[src/rtl/pipe_pkg.sv]
// pipe_pkg: E->M payload struct, default widths and the exception handler PC shared by the elastic pipeline stage
package pipe_pkg;
  localparam int PIPE_DATA_W = 32;
  localparam int PIPE_A3_W = 5;
  localparam int PIPE_EXC_W = 5;
  localparam int PIPE_CNT_W = 16;
  localparam logic [PIPE_DATA_W-1:0] PIPE_HANDLER_PC = 32'h0000_4180;
  typedef struct packed {
    logic [PIPE_DATA_W-1:0] instr;
    logic [PIPE_DATA_W-1:0] pc;
    logic [PIPE_DATA_W-1:0] pcplus8;
    logic [PIPE_DATA_W-1:0] aluout;
    logic [PIPE_DATA_W-1:0] rd2;
    logic [PIPE_A3_W-1:0] a3;
    logic [PIPE_EXC_W-1:0] exccode;
    logic bd;
  } em_payload_t;
endpackage

[src/rtl/pipe_skid_entry.sv]
// pipe_skid_entry: one-entry payload+valid register; clk/reset, load/clear (clear wins), d in, valid/q out
module pipe_skid_entry
  import pipe_pkg::*;
#(
  parameter type T = em_payload_t
) (
  input  logic clk,
  input  logic reset,
  input  logic load,
  input  logic clear,
  input  T     d,
  output logic valid,
  output T     q
);
  always_ff @(posedge clk) begin
    if (reset) begin
      valid <= 1'b0;
      q <= '0;
    end else if (clear) begin
      valid <= 1'b0;
    end else if (load) begin
      valid <= 1'b1;
      q <= d;
    end
  end
endmodule

[src/rtl/em_elastic_stage.sv]
// em_elastic_stage: elastic E->M register with skid buffer, flush/req bubbles and saturating stall counter; in_* handshake+payload, out_* handshake+payload, stall_cycles
module em_elastic_stage
  import pipe_pkg::*;
#(
  parameter int DATA_W = PIPE_DATA_W,
  parameter int A3_W = PIPE_A3_W,
  parameter int EXC_W = PIPE_EXC_W,
  parameter logic [DATA_W-1:0] HANDLER_PC = PIPE_HANDLER_PC,
  parameter int CNT_W = PIPE_CNT_W
) (
  input  logic              clk,
  input  logic              reset,
  input  logic              in_valid,
  output logic              in_ready,
  input  logic [DATA_W-1:0] in_instr,
  input  logic [DATA_W-1:0] in_pc,
  input  logic [DATA_W-1:0] in_pcplus8,
  input  logic [DATA_W-1:0] in_aluout,
  input  logic [DATA_W-1:0] in_rd2,
  input  logic [A3_W-1:0]   in_a3,
  input  logic [EXC_W-1:0]  in_exccode,
  input  logic              in_bd,
  input  logic              flush,
  input  logic              req,
  input  logic              out_ready,
  output logic              out_valid,
  output logic [DATA_W-1:0] out_instr,
  output logic [DATA_W-1:0] out_pc,
  output logic [DATA_W-1:0] out_pcplus8,
  output logic [DATA_W-1:0] out_aluout,
  output logic [DATA_W-1:0] out_rd2,
  output logic [A3_W-1:0]   out_a3,
  output logic [EXC_W-1:0]  out_exccode,
  output logic              out_bd,
  output logic [CNT_W-1:0]  stall_cycles
);
  typedef struct packed {
    logic [DATA_W-1:0] instr;
    logic [DATA_W-1:0] pc;
    logic [DATA_W-1:0] pcplus8;
    logic [DATA_W-1:0] aluout;
    logic [DATA_W-1:0] rd2;
    logic [A3_W-1:0] a3;
    logic [EXC_W-1:0] exccode;
    logic bd;
  } payload_t;
  payload_t in_p, out_p, skid_p, bubble_p;
  logic skid_valid, load, accept;
  assign in_p = '{in_instr, in_pc, in_pcplus8, in_aluout, in_rd2, in_a3, in_exccode, in_bd};
  assign in_ready = !skid_valid;
  assign load = !out_valid || out_ready;
  assign accept = in_valid && in_ready;
  always_comb begin
    bubble_p = '0;
    bubble_p.pc = req ? HANDLER_PC : flush ? in_pc : out_p.pc;
    bubble_p.bd = !req && (flush ? in_bd : out_p.bd);
  end
  pipe_skid_entry #(.T(payload_t)) u_skid (
    .clk   (clk),
    .reset (reset),
    .load  (accept && (!load || skid_valid)),
    .clear (req || flush || (load && skid_valid && !accept)),
    .d     (in_p),
    .valid (skid_valid),
    .q     (skid_p)
  );
  always_ff @(posedge clk) begin
    if (reset) begin
      out_valid <= 1'b0;
      out_p <= '0;
    end else if (req || flush) begin
      out_valid <= 1'b0;
      out_p <= bubble_p;
    end else if (load) begin
      out_valid <= skid_valid || accept;
      out_p <= skid_valid ? skid_p : accept ? in_p : bubble_p;
    end
  end
  always_ff @(posedge clk) begin
    if (reset) stall_cycles <= '0;
    else if (out_valid && !out_ready && !(&stall_cycles)) stall_cycles <= stall_cycles + 1'b1;
  end
  assign out_instr = out_p.instr;
  assign out_pc = out_p.pc;
  assign out_pcplus8 = out_p.pcplus8;
  assign out_aluout = out_p.aluout;
  assign out_rd2 = out_p.rd2;
  assign out_a3 = out_p.a3;
  assign out_exccode = out_p.exccode;
  assign out_bd = out_p.bd;
endmodule
[config.mk]
export PLATFORM = sky130hd
export DESIGN_NAME = em_elastic_stage
export DESIGN_NICKNAME = d
export VERILOG_FILES = /design/src/rtl/pipe_pkg.sv /design/src/rtl/pipe_skid_entry.sv /design/src/rtl/em_elastic_stage.sv
export SDC_FILE = /design/constraint.sdc
export NUM_CORES = 1
export LEC_CHECK = 0
export BUFFER_PORTS_ARGS = -buffer_cell sky130_fd_sc_hd__buf_4
export CORE_ASPECT_RATIO = 1.5
export CORE_UTILIZATION = 49
export DETAILED_ROUTE_END_ITERATION = 10
export HOLD_SLACK_MARGIN = 0.02
export MAX_ROUTING_LAYER = met4
export PLACE_DENSITY = 0.77
export SLEW_MARGIN = 10
export SYNTH_ARGS = -nofsm -noshare
export SYNTH_HDL_FRONTEND = slang
export SYNTH_HIERARCHICAL = 1
export SYNTH_SLANG_ARGS = --single-unit
[constraint.sdc]
create_clock -name clk -period 1.97 [get_ports clk]
set_input_delay 0.2955 -clock clk [delete_from_list [all_inputs] [get_ports clk]]
set_output_delay 0.2955 -clock clk [all_outputs]
set_load 0.02 [all_outputs]
==> results.md <==
- Data on the critical path arrives at its endpoint at 2.24 ns.
- The number of nets still failing antenna checks after routing is 0.
- The synthesized design contains 360 register bits.
- In this run the count of I/O pins placed on the die edge is 366.
- The core region is 31,800 µm².
- Counting the buffers created by CTS gives 35.
- The number of core rows is 80.
- Static timing analysis puts the maximum clock frequency at 555 MHz.
- Detailed routing inserted a total of 14,563 vias.
- The overall die area is 33,000 µm².
- VDD sags by at most 685 µV.
- The overall track demand over capacity in global routing is 28.6%.
- The overflow left after global routing is 0.
- The clock input transition at the sequential cells of the worst setup and hold paths is 0.07 ns.
- Clock latency on the worst-skew pair, taken at its later pin, is about 0.53 ns.
- The count of unresolved DRC violations after routing is 0.
- Along the worst path, the maximum fanout reaches 33.
- The total setup buffers inserted after CTS is 0.
- Sequential cells account for 47.1% of the total power.
- The effective utilization at floorplan is 49.7%.
- The beginning of the critical path is out_valid.
- In this run the static leakage power is approximately 8 nW.
- After filler insertion, the fill cell instance count of the layout stands at 2,585.
- The mapped netlist covers about 16,000 µm².
- The synthesized instance count is 1,688.
- The critical hold path startpoint is in_aluout[13].
- The setup TNS after final layout is 0 ns.
- Clock skew on the completed layout was measured at ~0.018 ns.
- The largest net degree at the start of global routing is between 200 and 300.
- The net count of the finished layout is around 2,100.
- The class of the most critical setup path is reg -> reg.
- Max-cap violations in this run came to 0.
- Net switching is 23.1% of the power.
- Measured along the x axis, the die boundary spans between 100 and 150 µm.
- Yosys printed 6 warnings.
- The clock passes through at most 3 buffers.
- The worst setup path is launched from a register.
- The count of routing violations after the opening detailed-route iteration is between 1,000 and 1,500.
- The number of instances in the placed design is between 2,000 and 2,500.
- The predominant post-synthesis flop cell is sky130_fd_sc_hd__dfxtp_1.
- The total routed wirelength is 47,700 µm.
- STA classifies the critical path endpoint as a register.
- The clock tree from TritonCTS is built.
- After detailed routing, the average wire length per cell comes to 20.0 µm.
- The number of synthesized flops with an enable pin is 0.
- A synthesized cell averages about 9.4 µm².
- The slew at the pin closest to its max-slew limit is 1.02 ns.
- The area taken by multi-input logic gates is between 7000 and 8000 µm².
- The detailed-placement wirelength estimate is ~29,000 µm.
- For the finished layout, the period the worst path requires is 1.80 ns.
- The final number of max-transition violations is 0.
- The share of layout cells above drive strength 1 is between 20% and 30%.
- The register area is 7210 µm².
- The min-delay analysis places its worst path in the category in -> reg.
- The design internal power is ~0.012 W.
- Leaving out fill and tap cells, the most frequent cell in the layout is sky130_fd_sc_hd__buf_4.
- The post-synthesis cell type count is 52.
- The number of H-tree levels is 2.
- The post-synthesis to final-layout area growth is 26.2%.
- The number of I/O port buffers is 365.
- The final clock period utilization by the worst path is 91.5%.
- The total power divided by cell area is 790 nW/µm².
- The critical path data required time is 2.40 ns.
- The final estimated routing congestion in global placement is roughly 0.85.
- The ratio of routed vias to standard cells is 6.11.
- In the layout the commonest cells are sky130_fd_sc_hd__buf_4, sky130_fd_sc_hd__dfxtp_1, sky130_fd_sc_hd__nand2b_1, sky130_fd_sc_hd__nand4bb_1, sky130_fd_sc_hd__nor2_1.
- The clock network accounts for 44.0% of the total power.
- The proportion of synthesized flip-flops having asynchronous set or reset is 0%.
- The total nets after synthesis is 1,866.
- The via count of the first global-routing pass came to 14,089.
- The number of failing hold endpoints at the final stage is 0.
- Setup violations remaining at the end of the flow were counted as 0.
- The fraction of power consumed by combinational cells is 8.9%.
- The wire length of the first global-routing pass is 74,900 µm.
- The worst pin sits at a relative slew slack of 31.9%.
- For this design the total switching power over the nets is 0.00364 W.
- The initial antenna violation count is 2.
- The flow ran to the end, and the final reports show no timing, DRC or antenna violations.
- For this run, the register share of the synthesized area comes to 45.5%.
- In this run the critical register-to-register path is launched from out_valid.
- In this run the clock root is driven by a sky130_fd_sc_hd__clkbuf_16.
- The iteration count of the initial detailed-routing pass is 7.
- The finished layout holds 2,385 standard cells, fillers aside.
- The die span in y is 222 µm.
- Setup repair after global routing left no endpoint under its margin.
- The TritonCTS sink count is 360.
worst paths after layout:
path,end,depth (start not counted),slack (ns)
worst min register to register,u_skid/q[118],2,0.47
worst max-delay path,out_instr[27],5,0.17
worst max register to register,out_instr[27],5,0.17
worst min-delay path,u_skid/q[56],3,0.05
kinds of logic after synthesis:
family,count (synthesis),synth area share (%)
multiplexers,4,0.261
adder cells (fa/ha/maj),1,0.0791
AO/OA/AOI/OAI,407,17.6
flip-flops,360,45.5
buffers and inverters,198,6.41
AND/OR/NAND/NOR,718,30.1
metrics by stage:
step                util, %  power, W  instance area [µm²]  worst slack (ns)  hold WS [ns]
floorplan                 -   0.00834                15800            0.0626         0.374
global placement       59.0   0.00897                18800             0.216         0.451
detailed placement     59.0   0.00899                18800             0.161         0.454
CTS                    62.7    0.0159                20000             0.116        0.0291
global route           62.8    0.0163                20000            0.0386        0.0411
finish                 62.8    0.0158                20000             0.168        0.0451
repair_timing:
| item | in CTS | in global routing |
|---|---|---|
| hold buffers | 1 | 0 |
| gates resized for setup | 0 | 1 |
| endpoints found under the hold margin | 1 | 0 |
| endpoints found under the setup margin | 0 | 1 |
sequential cells by signal, summed over array words and instances, names as in the netlist, 5 cells and up:
register / count
u_skid/q: 171
out_exccode: 5
out_rd2: 32
out_aluout: 32
stall_cycles: 16
out_pc: 32
out_a3: 5
out_pcplus8: 32
out_instr: 32
power by group through the flow:
stage,Combinational (W),Clock (W),Sequential [W]
after global routing,0.00150,0.00733,0.00743
after detailed placement,0.00140,0,0.00759
final,0.00141,0.00695,0.00743
after global placement,0.00138,0,0.00759
after CTS,0.00140,0.00705,0.00743
after floorplan,0.000655,0,0.00768
routing by layer:
metal / share of wire [%] / up-vias / wire (µm) / global-route usage, %
li1: - / 6775 / - / -
met1: 39 / 7086 / 18600 / 33.8
met2: 50 / 583 / 23700 / 46.5
met3: 6.7 / 119 / 3200 / 5.16
met4: 4.5 / 0 / 2140 / 13.4
met5: 0 / - / 0 / -
layout make-up:
class | instances | area share [%]
diodes | 2 | 0.0251
flip-flops and latches | 360 | 36.1
inverters | 5 | 0.0939
multi-input cells | 1130 | 38.3
clock inverters | 10 | 0.514
well taps | 410 | 2.57
clock buffers | 52 | 5.42
repair buffers | 416 | 17.0
critical path: stages (launching register included):
cell and delay [ns]:
sky130_fd_sc_hd__dfxtp_1 0.42, sky130_fd_sc_hd__and2b_4 0.26, sky130_fd_sc_hd__buf_4 0.29, sky130_fd_sc_hd__buf_4 0.43
sky130_fd_sc_hd__a221oi_1 0.09, sky130_fd_sc_hd__nor3_1 0.19
cell usage after synthesis (5+ instances only):
master	count	area (µm²)
sky130_fd_sc_hd__a22oi_1	29	218
sky130_fd_sc_hd__inv_1	5	18.8
sky130_fd_sc_hd__and3_1	8	50.1
sky130_fd_sc_hd__buf_4	6	45.0
sky130_fd_sc_hd__nand2_1	13	48.8
sky130_fd_sc_hd__buf_6	17	191
sky130_fd_sc_hd__nand4bb_1	171	1930
sky130_fd_sc_hd__o21ai_0	8	40.0
sky130_fd_sc_hd__clkbuf_1	83	312
sky130_fd_sc_hd__o21ai_1	146	731
sky130_fd_sc_hd__nor3_1	146	731
sky130_fd_sc_hd__buf_2	65	325
sky130_fd_sc_hd__nand3_1	36	180
sky130_fd_sc_hd__a21oi_1	40	200
sky130_fd_sc_hd__o21ai_2	25	219
sky130_fd_sc_hd__nor2_1	151	567
sky130_fd_sc_hd__buf_1	16	60.1
sky130_fd_sc_hd__nand2b_1	172	1080
sky130_fd_sc_hd__dfxtp_1	360	7210
sky130_fd_sc_hd__a221oi_1	141	1230
Power figures use the tool's default switching activity.
